File: src/rtl/reg_wb_pkg.sv
// Shared types and constants for the register-file write-back arbiter.
// The optional forwarding path is enabled with the WB_BYPASS_EN macro.
package reg_wb_pkg;

  localparam int unsigned WB_ADDR_W = 5;
  localparam int unsigned WB_DATA_W = 32;
  localparam int unsigned ZERO_REG  = 0;

  typedef enum logic {
    WB_SRC_ALU = 1'b0,
    WB_SRC_LSU = 1'b1
  } wb_src_e;

  typedef struct packed {
    logic [WB_ADDR_W-1:0] ad;
    logic [WB_DATA_W-1:0] wd;
  } wb_req_t;

endpackage

File: src/rtl/rr_arb2.sv
// Two-way round-robin arbiter; req[0]/gnt[0] is the ALU, req[1]/gnt[1] the LSU.
module rr_arb2
  import reg_wb_pkg::*;
(
  input  logic       clk_i,
  input  logic       rst_ni,
  input  logic [1:0] req,
  output logic [1:0] gnt
);

  wb_src_e last_grant;

  // On a tie the requester that did not win last time gets the port.
  always_comb begin
    gnt = 2'b00;
    case (req)
      2'b01:   gnt = 2'b01;
      2'b10:   gnt = 2'b10;
      2'b11:   gnt = (last_grant == WB_SRC_LSU) ? 2'b01 : 2'b10;
      default: gnt = 2'b00;
    endcase
  end

  always_ff @(posedge clk_i or negedge rst_ni) begin
    if (!rst_ni) begin
      last_grant <= WB_SRC_LSU;
    end else if (|gnt) begin
      last_grant <= gnt[0] ? WB_SRC_ALU : WB_SRC_LSU;
    end
  end

endmodule

File: src/rtl/reg_wb_arbiter.sv
// Shares the register-file write port between ALU and LSU write-back with a
// pending-write scoreboard. Define WB_BYPASS_EN to add rd1/rd2 forwarding.
module reg_wb_arbiter
  import reg_wb_pkg::*;
#(
  parameter int unsigned ADDR_WIDTH = WB_ADDR_W,
  parameter int unsigned DATA_WIDTH = WB_DATA_W
) (
  input  logic                  clk_i,
  input  logic                  rst_ni,
  input  logic                  alu_valid_i,
  output logic                  alu_ready_o,
  input  logic [ADDR_WIDTH-1:0] alu_ad_i,
  input  logic [DATA_WIDTH-1:0] alu_wd_i,
  input  logic                  lsu_valid_i,
  output logic                  lsu_ready_o,
  input  logic [ADDR_WIDTH-1:0] lsu_ad_i,
  input  logic [DATA_WIDTH-1:0] lsu_wd_i,
  output logic                  we3_o,
  output logic [ADDR_WIDTH-1:0] ad3_o,
  output logic [DATA_WIDTH-1:0] wd3_o,
  input  logic [ADDR_WIDTH-1:0] chk_ad1_i,
  input  logic [ADDR_WIDTH-1:0] chk_ad2_i,
  output logic                  hazard1_o,
  output logic                  hazard2_o
`ifdef WB_BYPASS_EN
  ,
  input  logic [DATA_WIDTH-1:0] rd1_i,
  input  logic [DATA_WIDTH-1:0] rd2_i,
  output logic [DATA_WIDTH-1:0] rd1_o,
  output logic [DATA_WIDTH-1:0] rd2_o
`endif
);

  logic [1:0]            gnt;
  logic                  hs;
  logic [ADDR_WIDTH-1:0] sel_ad;
  logic [DATA_WIDTH-1:0] sel_wd;

  rr_arb2 u_arb (
    .clk_i  (clk_i),
    .rst_ni (rst_ni),
    .req    ({lsu_valid_i, alu_valid_i}),
    .gnt    (gnt)
  );

  // The register file takes a write every cycle, so ready is just the grant.
  assign alu_ready_o = gnt[0];
  assign lsu_ready_o = gnt[1];
  assign hs          = |gnt;

  always_comb begin
    sel_ad = alu_ad_i;
    sel_wd = alu_wd_i;
    if (gnt[1]) begin
      sel_ad = lsu_ad_i;
      sel_wd = lsu_wd_i;
    end
  end

  // x0 writes are consumed here but never reach the register file.
  always_ff @(posedge clk_i or negedge rst_ni) begin
    if (!rst_ni) begin
      we3_o <= 1'b0;
      ad3_o <= '0;
      wd3_o <= '0;
    end else if (hs) begin
      we3_o <= (sel_ad != ADDR_WIDTH'(ZERO_REG));
      ad3_o <= sel_ad;
      wd3_o <= sel_wd;
    end else begin
      we3_o <= 1'b0;
    end
  end

  assign hazard1_o = we3_o & (ad3_o == chk_ad1_i);
  assign hazard2_o = we3_o & (ad3_o == chk_ad2_i);

`ifdef WB_BYPASS_EN
  assign rd1_o = hazard1_o ? wd3_o : rd1_i;
  assign rd2_o = hazard2_o ? wd3_o : rd2_i;
`endif

endmodule

File: config.mk
export PLATFORM = sky130hd
export DESIGN_NAME = reg_wb_arbiter
export DESIGN_NICKNAME = d
export VERILOG_FILES = /design/src/rtl/reg_wb_pkg.sv /design/src/rtl/rr_arb2.sv /design/src/rtl/reg_wb_arbiter.sv
export SDC_FILE = /design/constraint.sdc
export NUM_CORES = 1
export LEC_CHECK = 0
export ABC_AREA = 1
export ABC_CLOCK_PERIOD_IN_PS = 1250
export CORE_MARGIN = 4
export CORE_UTILIZATION = 32
export DETAILED_ROUTE_END_ITERATION = 12
export MAX_ROUTING_LAYER = met4
export PLACE_DENSITY = 0.79
export SYNTH_ARGS = -nofsm -noshare
export SYNTH_HDL_FRONTEND = slang
export SYNTH_SLANG_ARGS = --single-unit
File: constraint.sdc
create_clock -name clk_i -period 1.25 [get_ports clk_i]
set_clock_uncertainty 0.15 [all_clocks]
set_input_delay 0.375 -clock clk_i [delete_from_list [all_inputs] [get_ports clk_i]]
set_output_delay 0.375 -clock clk_i [all_outputs]
set_load 0.005 [all_outputs]
# Yosys cells after proc, flatten, opt, wreduce, memory -nomap -nowiden
# Index checks and enable logic that the tools add are counted.
[classes]
eq_ne = 5
muxes = 6
reduce_logical = 2
n_bitwise = 2
[ops]
columns = ["op", "n"]
rows = [
  ["32-bit 2-to-1 mux", 1],
  ["5-bit equality test", 2],
  ["2-bit one-hot mux with 3 select lines", 1],
  ["5-bit 2-to-1 mux", 1],
  ["5-bit nonzero test", 1],
  ["2-bit equality test (second input constant)", 2],
  ["1-bit AND", 2],
  ["2-bit by 1-bit equality test with 1-bit output (second input constant)", 1],
  ["1-bit 2-to-1 mux", 2],
  ["2-bit 2-to-1 mux", 1],
  ["2-bit OR reduction", 1],
]
[totals]
in_bits = 88
ff_bits = 39
wordCells = 19
output_inout_bits = 42

# Depth between registers and ports, before layout
[depth]
depth_word = 5
mapped_depth = 8
depth_no_buf = 7

# Cells and area by module
# Synthesis repeated with hierarchy kept, for this count alone.
[unflattened]
hier_cells = 259
hier_area_um2 = 1946.9
[by_module_without_submodules]
columns = ["module", "area_each_um2", "seq_area_each_um2", "n_inst", "cells_each"]
rows = [
  ["reg_wb_arbiter", 1880.6, 950.9, 1, 248],
  ["rr_arb2", 66.3, 26.3, 1, 11],
]

# Worst setup path after synthesis
# No wires, ideal clock.
[synth_timing]
path_kind = "register -> output"
start = "register u_arb.last_grant"
end = "output lsu_ready_o"
t_arrival_ps = 885
stages_incl_launch_ff = 5
path_slack_ps = -160
t_required_ps = 725
n_path_buf = 1
path_cell_list = "dfstp_2 nand2_2 nand2_2 inv_2 buf_2"
[synth_between]
elab_chain_cells = 2
[synth_rtl]
columns = ["item", "line_no", "text"]
rows = [
  ["start: declaration", "rr_arb2.sv:11", "wb_src_e last_grant;"],
  ["start signal: assignment", "rr_arb2.sv:28", "last_grant <= gnt[0] ? WB_SRC_ALU : WB_SRC_LSU;"],
  ["2-bit 2-to-1 mux", "rr_arb2.sv:19", "2'b11: gnt = (last_grant == WB_SRC_LSU) ? 2'b01 : 2'b10;"],
  ["2-bit one-hot mux with 3 select lines", "rr_arb2.sv:16", "case (req)"],
  ["end: declaration", "reg_wb_arbiter.sv:16", "output logic lsu_ready_o,"],
]
# No other way between the ends.

# Worst setup path in the final report
[layout_timing]
start = "register ad3_o[4]"
end = "output hazard2_o"
[layout_between]
elab_chain_cells = 2
[layout_rtl]
columns = ["item", "line_no", "text"]
rows = [
  ["start: declaration", "reg_wb_arbiter.sv:20", "output logic [ADDR_WIDTH-1:0] ad3_o,"],
  ["start signal: assignment", "reg_wb_arbiter.sv:69", "ad3_o <= sel_ad;"],
  ["5-bit equality test", "reg_wb_arbiter.sv:77", "assign hazard2_o = we3_o & (ad3_o == chk_ad2_i);"],
  ["1-bit AND", "reg_wb_arbiter.sv:77", ""],
  ["end: declaration", "reg_wb_arbiter.sv:25", "output logic hazard2_o"],
]
# No other way between the ends.

==> reports/qor.yml <==
critical_path:
  crit_buf_inv: 1
  cpMaxStageDelayCell: "dfrtp_1"
  slowest_delay_ns: 0.43
  cp_cell_sequence: "xnor2_1 -> o2111ai_1 -> nor2_1 -> buf_2"
  crit_family: "flip-flops"
  crit_type: "reg2out"
  worstPathMaxFanout: 3
  crit_arrival_ns: 1.25
  crit_path_start_kind: "flip-flop"
  worstPathRequired_ns: 0.73
  crit_path_end_kind: "primary output"
power:
  peakVddDrop_mv: 0.465
  switching_share_pct: 29.4
  p_int_uw: 2680
  p_per_area_nw_per_um2: 933
  pwr-share-seq_pct: 39.5
  pwr-share-clk_pct: 22.2
  power_switching_uw: 1110
  p_leak_uw: 0.00184
  p_comb_share_pct: 38.3
yosys:
  syn_area_um2: 1930
  synth_nets: 333
  synth_area_leaders: "dfrtp_1, o21ai_0, nand2_1, o21ai_1, nor2_1"
  synth_top_cell_area_share_pct: 49.3
  netlist_instances: 245
  ys_seq_area_share_pct: 50.7
  yosys-top-cells-count: "nand2_1, o21ai_0, dfrtp_1"
  ys_seq_elements: 39
  syn_avg_cell_area_um2: 7.87
  synthFlopType: "dfrtp_1"
  synth_top_area_cell: "dfrtp_1"
  synth_edf_count: 0
  yosysWarnings: 0
  ys_types: 20
  synth.most_common_cell: "nand2_1"
  synth-async-reset-ratio_pct: 100
detailed_routing:
  finalWirelength_um: 7670
  drc: 0
  detail-route-antenna-nets: 0
  drt_iter0_drc: 60
  via_count: 2399
  dr.pass1.iters: 6
  drt-wirelength-per-cell_um: 15.2
  viasPerCell: 4.76
global_routing:
  antenna_found_initial: 0
  grt_pass1_vias: 2413
  track_usage_pct: 20.2
  use_met3_pct: 4.32
  grt_util_met2_pct: 35.0
  grt_pass1_wl_um: 11400
  grtUsageMet1_pct: 24.2
  grt_max_degree: 40
  grt_overflow: 0
  grt_busiest_layer: "met2"
timing:
  fin_crit_sh_pct: 142
  rsz0062_at_grt: "yes"
  setup_viol: 81
  slew-limit-headroom_pct: 85.1
  hold_violations: 0
  min_period_ns: 1.77
  fmax_mhz: 564
  worst_slack_ns: -0.523
  worst_pin_slew_ns: 0.224
  maxSlewViolCount: 0
  whs_ns: 0.339
die:
  core_um2: 5890
  die_w_um: 85.6
  dieArea_um2: 7330
  initial_core_util_pct: 32.8
  fp.dieH_um: 85.6
  io_pins: 130
  placementRows: 28
clock_network:
  htree_levels: 2
  cts_buffers: 5
  clk_latency_ns: 0.28
  root_buffer: "clkbuf_8"
  clk_pin_slew_ns: 0.08
  clockBufferDepth: 2
  cts_sinks: 39
  tritoncts: "built"
place:
  portBuffers: 129
  dpl_cell_area_um2: 3400
  placed_cells: 453
  place_hpwl_um: 4750
  place_ws_ns: -0.999
  place_congestion: 0.747
status:
  outcome: "finished, violations left"
  violations: "setup timing"
final_layout:
  nets: 516
  diodes: 0
  drive_above_1_share_pct: 40.3
  fin_cells: 504
  area_growth_pct: 111
  design_area_um2: 4070
run:
  drv_cap: 0
min_path:
  hold_class: "reg2reg"
cell families (layout without fill, tap and decap cells):
family                 Yosys count  in the layout  synth area share (%)
buffers and inverters           28            212                  6.55
flip-flops                      39             39                  50.7
XOR/XNOR                         4              4                  1.82
AO/OA/AOI/OAI                   79             79                  21.4
AND/OR/NAND/NOR                 95             95                  19.5
path summary, 6_finish.rpt:
path	from	to	slack [ns]	cells after the start
max reg2reg	u_arb.last_grant$_DFFE_PN1P_	we3_o$_DFF_PN0_	-0.45	10
min reg2reg	wd3_o[15]$_DFFE_PN0P_	wd3_o[15]$_DFFE_PN0P_	0.34	2
min	wd3_o[15]$_DFFE_PN0P_	wd3_o[15]$_DFFE_PN0P_	0.34	2
max	ad3_o[4]$_DFFE_PN0P_	hazard2_o	-0.52	4
min in group asynchronous	rst_ni	wd3_o[13]$_DFFE_PN0P_	0.43	3
max in group asynchronous	rst_ni	u_arb.last_grant$_DFFE_PN1P_	0.26	3
cell usage in the layout, fill, tap and decap left out, types with 2 or more instances in the layout:
master	netlist	routed
clkdlybuf4s50_1	0	76
nand2_1	50	42
o21ai_1	33	41
dfrtp_1	38	37
buf_2	11	37
buf_4	0	33
o21ai_2	0	31
nor2_1	36	30
buf_6	1	20
inv_1	12	10
dlygate4sd2_1	0	10
nand2_2	2	8
nor2_4	0	5
clkbuf_8	0	5
buf_12	0	5
inv_2	2	3
o2111ai_1	4	3
nand3_2	0	3
buf_16	0	3
buf_8	0	3
nand2_4	0	2
or2_4	0	2
xnor2_1	4	2
xnor2_2	0	2
nor2_2	1	2
clkbuf_1	2	2
clkbuf_16	0	2
what timing repair did:
item,CTS,global route
endpoints found under the hold margin,38,0
hold buffers,1,0
cloned,5,2
pin swaps,22,36
buffers inserted,25,19
gates resized for setup,258,60
endpoints found under the setup margin,81,81
metal layers:
layer / wire [um] / vias up
li1: - / 1175
met1: 3190 / 1127
met2: 3980 / 88
met3: 406 / 9
met4: 91 / 0
met5: 0 / -
power groups by stage:
stage | combinational [uW] | sequential, uW | clock (uW)
after floorplan | 327 | 1530 | 0
after global placement | 1080 | 1520 | 0
after detailed placement | 1100 | 1520 | 0
after CTS | 1280 | 1490 | 857
after global routing | 1560 | 1520 | 919
final | 1450 | 1500 | 841
metrics by stage:
| step | utilization (%) | TNS (ns) | total power, uW |
|---|---|---|---|
| floorplan | - | -2.05 | 1860 |
| global placement | 57.8 | -34.57 | 2590 |
| detailed placement | 57.8 | -35.91 | 2620 |
| CTS | 63.8 | -17.01 | 3620 |
| global route | 69.1 | -21.01 | 4000 |
| finish | 69.1 | -17.29 | 3790 |
final cells by class:
| class | instances | area (um^2) |
|---|---|---|
| Timing Repair Buffer | 190 | 1790 |
| Sequential cell | 39 | 978 |
| Clock inverter | 1 | 5.00 |
| Tap cell | 75 | 93.8 |
| Multi-Input combinational cell | 178 | 1060 |
| Inverter | 14 | 57.6 |
| Clock buffer | 7 | 76.3 |
| Fill cell | 501 | 1820 |
registers in the layout, indices dropped and copies added (netlist names):
register	cells
we3_o	1
wd3_o	32
ad3_o	5
u_arb.last_grant	1
worst reg2reg max path, delay by kind of cell, from the launching register on:
kind          cells  cell delay [ns]
buf+inv           3             0.35
simple gates      7             0.52
flops             1             0.57
Power figures use the tool's default switching activity.
